<file path="src/rtl/mod241_chunk_reducer.sv">
// mod241_chunk_reducer
// Serial Horner reducer: takes a wide operand as 6-bit chunks, most
// significant chunk first, and returns the operand modulo 241. It is the
// low-area counterpart and golden cross-check of the parallel LUT bank.
//
// Ports:
//   clk          rising-edge clock
//   rst          synchronous active-high reset
//   in_valid     in_data/in_last hold a chunk
//   in_ready     block can accept a chunk this cycle (state only)
//   in_data      6-bit chunk, MSB chunk of the frame first
//   in_last      sender marks the final chunk of the frame
//   out_valid    out_residue/out_err are valid
//   out_ready    consumer takes the result
//   out_residue  operand mod 241 (0..240)
//   out_err      frame length disagreed with NUM_CHUNKS
module mod241_chunk_reducer #(
  parameter int NUM_CHUNKS = 84,
  parameter int CNT_W      = 7
) (
  input  logic       clk,
  input  logic       rst,
  input  logic       in_valid,
  output logic       in_ready,
  input  logic [5:0] in_data,
  input  logic       in_last,
  output logic       out_valid,
  input  logic       out_ready,
  output logic [7:0] out_residue,
  output logic       out_err
);

  typedef enum logic {ACCUM, HOLD} state_t;

  state_t           r_state;
  state_t           w_nextState;
  logic [7:0]       r_acc;
  logic [CNT_W-1:0] r_cnt;

  logic             w_accept;
  logic             w_cntLast;
  logic             w_frameEnd;
  logic             w_outTaken;
  logic [13:0]      w_wide;
  logic [10:0]      w_fold1;
  logic [8:0]       w_fold2;
  logic [7:0]       w_accNext;

  // Handshake qualifiers. A frame closes on the first accepted chunk that is
  // either flagged last by the sender or lands in the final counter slot.
  always_comb begin
    w_accept   = in_valid & in_ready;
    w_cntLast  = (r_cnt == CNT_W'(NUM_CHUNKS - 1));
    w_frameEnd = w_accept & (in_last | w_cntLast);
    w_outTaken = out_valid & out_ready;
  end

  // One Horner step, acc*64 + chunk, reduced exactly mod 241 in one cycle.
  // Since 256 = 15 (mod 241), the bits above bit 7 are folded back in as
  // 15*high + low. Two folds bring the 14-bit value (max 15423) below 316,
  // and a single conditional subtract finishes the reduction.
  always_comb begin
    w_wide    = {r_acc, 6'b0} + {8'd0, in_data};
    w_fold1   = {5'd0, w_wide[13:8]} * 11'd15 + {3'd0, w_wide[7:0]};
    w_fold2   = {6'd0, w_fold1[10:8]} * 9'd15 + {1'b0, w_fold1[7:0]};
    w_accNext = (w_fold2 >= 9'd241) ? 8'(w_fold2 - 9'd241) : w_fold2[7:0];
  end

  // State register; reset wins over any handshake in the same cycle.
  always_ff @(posedge clk) begin
    if (rst) begin
      r_state <= ACCUM;
    end else begin
      r_state <= w_nextState;
    end
  end

  // Next-state: leave ACCUM when a frame closes, leave HOLD when the result
  // is taken.
  always_comb begin
    w_nextState = r_state;
    case (r_state)
      ACCUM: if (w_frameEnd) w_nextState = HOLD;
      HOLD:  if (w_outTaken) w_nextState = ACCUM;
      default: w_nextState = ACCUM;
    endcase
  end

  // Handshake outputs depend on state alone, so there is no combinational
  // path from in_valid or out_ready to either of them.
  always_comb begin
    in_ready  = 1'b0;
    out_valid = 1'b0;
    case (r_state)
      ACCUM: in_ready  = 1'b1;
      HOLD:  out_valid = 1'b1;
      default: in_ready = 1'b0;
    endcase
  end

  // Datapath: accumulator, chunk counter and the result registers. The
  // result registers keep their value after the handshake; consumers only
  // look at them while out_valid is high.
  always_ff @(posedge clk) begin
    if (rst) begin
      r_acc       <= 8'd0;
      r_cnt       <= '0;
      out_residue <= 8'd0;
      out_err     <= 1'b0;
    end else if (r_state == ACCUM) begin
      if (w_accept) begin
        r_acc <= w_accNext;
        if (w_frameEnd) begin
          out_residue <= w_accNext;
          out_err     <= (in_last != w_cntLast);
        end else begin
          r_cnt <= r_cnt + CNT_W'(1);
        end
      end
    end else if (w_outTaken) begin
      r_acc <= 8'd0;
      r_cnt <= '0;
    end
  end

endmodule

</file>
<file path="config.mk">
export PLATFORM = sky130hd
export DESIGN_NAME = mod241_chunk_reducer
export DESIGN_NICKNAME = d
export VERILOG_FILES = /design/src/rtl/mod241_chunk_reducer.sv
export SDC_FILE = /design/constraint.sdc
export NUM_CORES = 1
export LEC_CHECK = 0
export ABC_AREA = 1
export BUFFER_PORTS_ARGS = -buffer_cell sky130_fd_sc_hd__buf_2
export CORE_ASPECT_RATIO = 2
export CORE_UTILIZATION = 55
export DETAILED_ROUTE_END_ITERATION = 6
export PLACE_DENSITY_LB_ADDON = 0.25
export SLEW_MARGIN = 40
export SYNTH_ARGS = -nofsm -noshare
export SYNTH_HDL_FRONTEND = slang
export SYNTH_SLANG_ARGS = --single-unit
</file>
<file path="constraint.sdc">
create_clock -name clk -period 6.9 [get_ports clk]
set_input_delay 0.69 -clock clk [delete_from_list [all_inputs] [get_ports clk]]
set_output_delay 0.69 -clock clk [all_outputs]
set_load 0.005 [all_outputs]
</file>
Word-level counts from Yosys, hierarchy flattened
Index checks and enable logic that the tools add are counted.

word-level totals
  output and inout bits = 11
  flip-flop bits (word level) = 25
  word-level logic and storage cells = 39
  bits of input ports = 11

operators by class
  magnitude comparators = 1
  $mul = 2
  equality and inequality tests = 4
  bitwise gates (word level) = 5
  reductions and logical operators = 4
  mux-type cells = 13
  add/sub/neg operators = 5

operators with widths
  kind                                                               number
  2-to-1 mux 8 bit                                                   4
  2-to-1 mux 7 bit                                                   4
  adder 14 x 6 -> 14 bit                                             1
  adder 10 x 8 -> 11 bit                                             1
  multiplier 6 x 4 -> 10 bit, second input constant                  1
  adder 7 x 8 -> 9 bit                                               1
  greater-or-equal comparator 9 x 8 -> 1 bit, second input constant  1
  subtractor 8 bit, second input constant                            1
  adder 7 x 1 -> 7 bit, second input constant                        1
  == test 7 bit, second input constant                               1
  multiplier 3 x 4 -> 7 bit, second input constant                   1
  AND reduction 3 bit                                                2
  2-to-1 mux 1 bit                                                   4
  AND 1 bit                                                          3
  inequality test 2 x 1 -> 1 bit, second input constant              1
  inequality test 2 bit, second input constant                       1
  one-hot mux 1 bit (2 select lines)                                 1
  AND reduction 2 bit                                                1
  nonzero test 2 bit                                                 1
  inequality test 1 bit                                              1
  inverter 1 bit                                                     1
  OR 1 bit                                                           1

Logic depth before layout (Yosys ltp)
  word-level depth = 9
  depth in mapped cells = 39
  depth with buffers taken out = 39

Least setup slack after synthesis
No wires, ideal clock.

  path type = register to register
  from = register r_acc[5]
  to = register out_residue[3]
  arrival = 6.392 ns
  buffers on the path = 0
  library setup time = 0.114 ns
  slack = 0.395 ns
  cell stages (with the launch flop) = 36
  required time = 6.786 ns
  clock period less this slack = 6.505 ns
  cells stage by stage = dfxtp_1 > inv_1 > fa_1 > inv_1 > fa_1 > inv_1 > fa_1 > inv_1 > ha_1 > a21oi_1 > nand2_1 > a21oi_1 > nor2_1 > nor2_1 > o21bai_1 > nand2_1 > nand2_1 > a21oi_1 > inv_1 > fa_1 > inv_1 > fa_1 > inv_1 > fa_1 > nor3_1 > nand2_1 > nand3_2 > nor2_2 > nand2_2 > o21ai_2 > nand2_4 > nand2_8 > nand2_2 > nand2_2 > o21bai_1 > inv_1

on the way
  longest elaborated chain between the ends = 7
  elaborated cells on any way between the ends = 8
  classes of those cells = add/sub (4); mul (2); order compare (1); mux (1)

RTL lines
  item                                                                                   line  text
  from (decl)                                                                            37    logic [7:0] r_acc;
  from (signal assigned)                                                                 112   r_acc <= w_accNext;
  adder 14 x 6 -> 14 bit *                                                               63    w_wide = {r_acc, 6'b0} + {8'd0, in_data};
  multiplier 6 x 4 -> 10 bit *                                                           64    w_fold1 = {5'd0, w_wide[13:8]} * 11'd15 + {3'd0, w_wide[7:0]};
  adder 10 x 8 -> 11 bit *                                                               64
  multiplier 3 x 4 -> 7 bit                                                              65    w_fold2 = {6'd0, w_fold1[10:8]} * 9'd15 + {1'b0, w_fold1[7:0]};
  adder 7 x 8 -> 9 bit *                                                                 65
  subtractor 8 bit / greater-or-equal comparator 9 x 8 -> 1 bit (equally long branches)  66    w_accNext = (w_fold2 >= 9'd241) ? 8'(w_fold2 - 9'd241) : w_fold2[7:0];
  2-to-1 mux 8 bit *                                                                     66
  to (signal assigned)                                                                   114   out_residue <= w_accNext;
  to (decl)                                                                              29    output logic [7:0] out_residue,

Mark *: on every way between the ends. The rest lies on a longest branch, timed or not.
A chain may end at the register's enable or synchronous reset.

Worst setup path after layout
  from = register r_acc[4]
  to = register r_acc[3]

on the way
  longest elaborated chain between the ends = 9
  elaborated cells on any way between the ends = 10
  classes of those cells = add/sub (4); mul (2); order compare (1); mux (3)

RTL lines
  item                                                                                   line  text
  adder 14 x 6 -> 14 bit *                                                               63
  multiplier 6 x 4 -> 10 bit *                                                           64
  adder 10 x 8 -> 11 bit *                                                               64
  multiplier 3 x 4 -> 7 bit                                                              65
  adder 7 x 8 -> 9 bit *                                                                 65
  subtractor 8 bit / greater-or-equal comparator 9 x 8 -> 1 bit (equally long branches)  66
  2-to-1 mux 8 bit *                                                                     66
  2-to-1 mux 8 bit *                                                                     111   if (w_accept) begin
  2-to-1 mux 8 bit *                                                                     110   end else if (r_state == ACCUM) begin

Mark *: on every way between the ends. The rest lies on a longest branch, timed or not. The select of a mux whose other input is x is not followed.

==> flow_metrics.env <==
export IMPL_status="finished clean"
export IMPL_relSlewSlack_pct=52.8
export IMPL_nets=465
export IMPL_postSynthAreaPerCell_um2=7.58
export IMPL_synth_area_leaders="dfxtp_1 (18%), ha_1 (16%), fa_1 (14%), inv_1 (12%), nand2_1 (7.7%)"
export IMPL_clock_latency_ns=0.27
export IMPL_rrSetupSlack_ns=0.40
export IMPL_grt_ovfl_total=0
export IMPL_synth_adder_area_share_pct=29.9
export IMPL_first_global_vias=2246
export IMPL_hold_path_end="r_acc[1]$_SDFFE_PP0P_"
export IMPL_dpl_worst_slack_ns=0.0526
export IMPL_antenna_cells=0
export IMPL_hold_viol=0
export IMPL_syn_to_final_growth_pct=11.5
export IMPL_drive_above_1_share_pct=20.9
export IMPL_worstSetupPathType="reg -> reg"
export IMPL_yosysTopAreaCellShare_pct=18.0
export IMPL_timing_final_max_slew_violations=0
export IMPL_synth_warnings=0
export IMPL_fillers=448
export IMPL_fin_crit_ns=6.50
export IMPL_portBuffers=21
export IMPL_critPathCaptureType="flop"
export IMPL_cts_max_path_buffers=2
export IMPL_setup_viol=0
export IMPL_r2r_start="r_acc[4]$_SDFFE_PP0P_"
export IMPL_ctsHoldBuffers=0
export IMPL_maxCapViolations=0
export IMPL_synth_compound_area_share_pct=11.6
export IMPL_firstDrtPassIters=4
export IMPL_grt_max_degree=16
export IMPL_cts_buffers=3
export IMPL_dp_hpwl_mm=4.95
export IMPL_die_h_um=103
export IMPL_routed_wl_mm=5.65
export IMPL_initial_utilization_pct=57.2
export IMPL_multi_input_area_um2=1950
export IMPL_r2r_cells=36
export IMPL_fin_worst_skew_ns=0.00797
export IMPL_clock_sinks=25
export IMPL_hold_ws_ns=0.471
export IMPL_cts_tree="built"
export IMPL_dp_cells=451
export IMPL_ios=22
export IMPL_gp_congestion=0.864
export IMPL_cp_arrival_ns=6.71
export IMPL_start_kind="flop"
export IMPL_yosys_cell_types_count=34
export IMPL_cp_required_ns=7.11
export IMPL_clkSlewWorstSetupHoldPaths_ns=0.09
export IMPL_min_delay_start="r_acc[1]$_SDFFE_PP0P_"
export IMPL_core_area_um2=4860
export IMPL_viasPerCell=5.11
export IMPL_antenna_found_initial=0
export IMPL_worst_slew_pin_slew_ns=0.706
export IMPL_synth_top_family_by_area="adder cells"
export IMPL_synth_area_leader_cell="dfxtp_1"
export IMPL_grt_pass1_wl_mm=8.96
export IMPL_ant_nets=0
export IMPL_ys_seq_area_share_pct=18.0
export IMPL_final_cells=455
export IMPL_via_count=2326
export IMPL_grt_total_usage_pct=22.5
export IMPL_finalWorstSetupSlack_ns=0.404
export IMPL_drtIter0Drc=16
export IMPL_routedWlPerCell_um=12.4
export IMPL_regArea_um2=502
export IMPL_drc=0
export IMPL_synth_xor_area_share_pct=4.09
export IMPL_syn_nets=433
export IMPL_die_x_um=52.3
export IMPL_hold_path_class="reg -> reg"
export IMPL_timing_fmax_mhz=154
export IMPL_crit_fanout=8
export IMPL_worst_hold_path_num_cells=2
export IMPL_die_area_um2=5360
export IMPL_critPathSlowestCell="fa_1"
export IMPL_placed_cell_area_um2=3020
export IMPL_syn_area_um2=2780
export IMPL_cts_root_buffer="clkbuf_8"
export IMPL_synthCells=367
export IMPL_yosys_area_share_simple_pct=23.1
export IMPL_slowest_delay_ns=0.57
export IMPL_h_tree_depth=1
export IMPL_period_share_pct=94.1
export IMPL_r2r_end="r_acc[3]$_SDFFE_PP0P_"
export IMPL_fp_row_count=36
export IMPL_fin_area_um2=3100
export IMPL_ys_ff_latch=25
export IMPL_synthMuxAreaShare_pct=0
[synthesized netlist by cell type, drive strengths merged]
| library cell | count |
|---|---|
| a21o | 3 |
| nand4 | 6 |
| fa | 19 |
| clkbuf | 3 |
| a21oi | 22 |
| or2 | 1 |
| and3 | 2 |
| xor2 | 10 |
| inv | 91 |
| o21a | 2 |
| nor2 | 15 |
| bufinv | 1 |
| a31oi | 2 |
| o21bai | 9 |
| nor3b | 2 |
| nand3 | 19 |
| nand3b | 1 |
| o211a | 1 |
| dfxtp | 25 |
| nor3 | 6 |
| ha | 36 |
| o21ai | 12 |
| nand2 | 76 |
| xnor2 | 3 |
[worst max-delay path: cells and delay by family, from the launching register on]
kind | cells | cell delay (ns)
AOI/OAI and AO/OA | 6 | 0.87
and+or+nand+nor | 16 | 1.40
adders and majority gates | 7 | 3.31
DFF | 1 | 0.35
buffers and inverters | 7 | 0.50
[timing repair]
item / CTS / global route
hold endpoints to repair: 0 / 0
gates resized for setup: 0 / 9
setup endpoints to repair: 0 / 16
buffers inserted: 0 / 0
[kinds of logic (layout without fill, tap and decap cells)]
group,after synthesis,in the layout
buffers and inverters,95,126
AO/OA/AOI/OAI,51,51
adder cells (fa/ha/maj),55,55
AND/OR/NAND/NOR,128,128
XOR/XNOR,13,13
flip-flops,25,25
[per-layer routing]
metal / up-vias / part of all wire (%) / global-route usage (%)
li1: 1202 / - / -
met5: - / 0 / 0
met3: 26 / 1.8 / 2.06
met1: 1058 / 35 / 19.5
met4: 0 / 5.6 / 14.0
met2: 40 / 58 / 45.3
[how the worst max path moves through the flow]
stage	end	from	depth (start not counted)
2_1_floorplan	out_residue[3]$_SDFFE_PP0P_	r_acc[5]$_SDFFE_PP0P_	35
3_3_place_gp	out_residue[3]$_SDFFE_PP0P_	r_acc[4]$_SDFFE_PP0P_	35
3_5_place_dp	out_residue[3]$_SDFFE_PP0P_	r_acc[4]$_SDFFE_PP0P_	35
4_1_cts	out_residue[3]$_SDFFE_PP0P_	r_acc[4]$_SDFFE_PP0P_	35
5_1_grt	out_residue[3]$_SDFFE_PP0P_	r_acc[4]$_SDFFE_PP0P_	35
6_report	r_acc[3]$_SDFFE_PP0P_	r_acc[4]$_SDFFE_PP0P_	36
[final cells by class]
| cell class | count | share of cell area (%) |
|---|---|---|
| clock buffers | 3 | 1.33 |
| inverters | 92 | 11.6 |
| multi-input cells | 247 | 62.8 |
| clock inverters | 1 | 0.242 |
| repair buffers | 30 | 5.56 |
| flip-flops and latches | 25 | 16.2 |
| well taps | 57 | 2.30 |
[state kept, by name, indices dropped and copies added, names as in the netlist]
signal and cells:
out_err 1, r_state 1, r_acc 8, out_residue 8
r_cnt 7
[placed cells by master, fill, tap and decap left out, types with 3 or more instances in the layout]
cell and n:
a21oi_1 14, nand2_2 17, clkbuf_8 3, o21ai_0 11
nor2_1 13, nand3_1 16, ha_1 34, inv_1 85
buf_2 21, nand4_1 5, fa_1 18, o21bai_1 9
a21o_1 3, nand2_1 57, nor3_1 4, nand3_2 3
a21oi_2 8, inv_2 6, xor2_1 10, buf_4 9
dfxtp_1 24
[through the flow]
step / utilization [%] / TNS (ns)
floorplan: - / 0
global placement: 62.0 / 0
detailed placement: 62.0 / 0
CTS: 63.0 / 0
global route: 63.8 / -0.00302
finish: 63.8 / 0
Power is left out: the tool's default activity adds up to more than one toggle a clock period on the data nets, which glitch-free logic cannot reach.
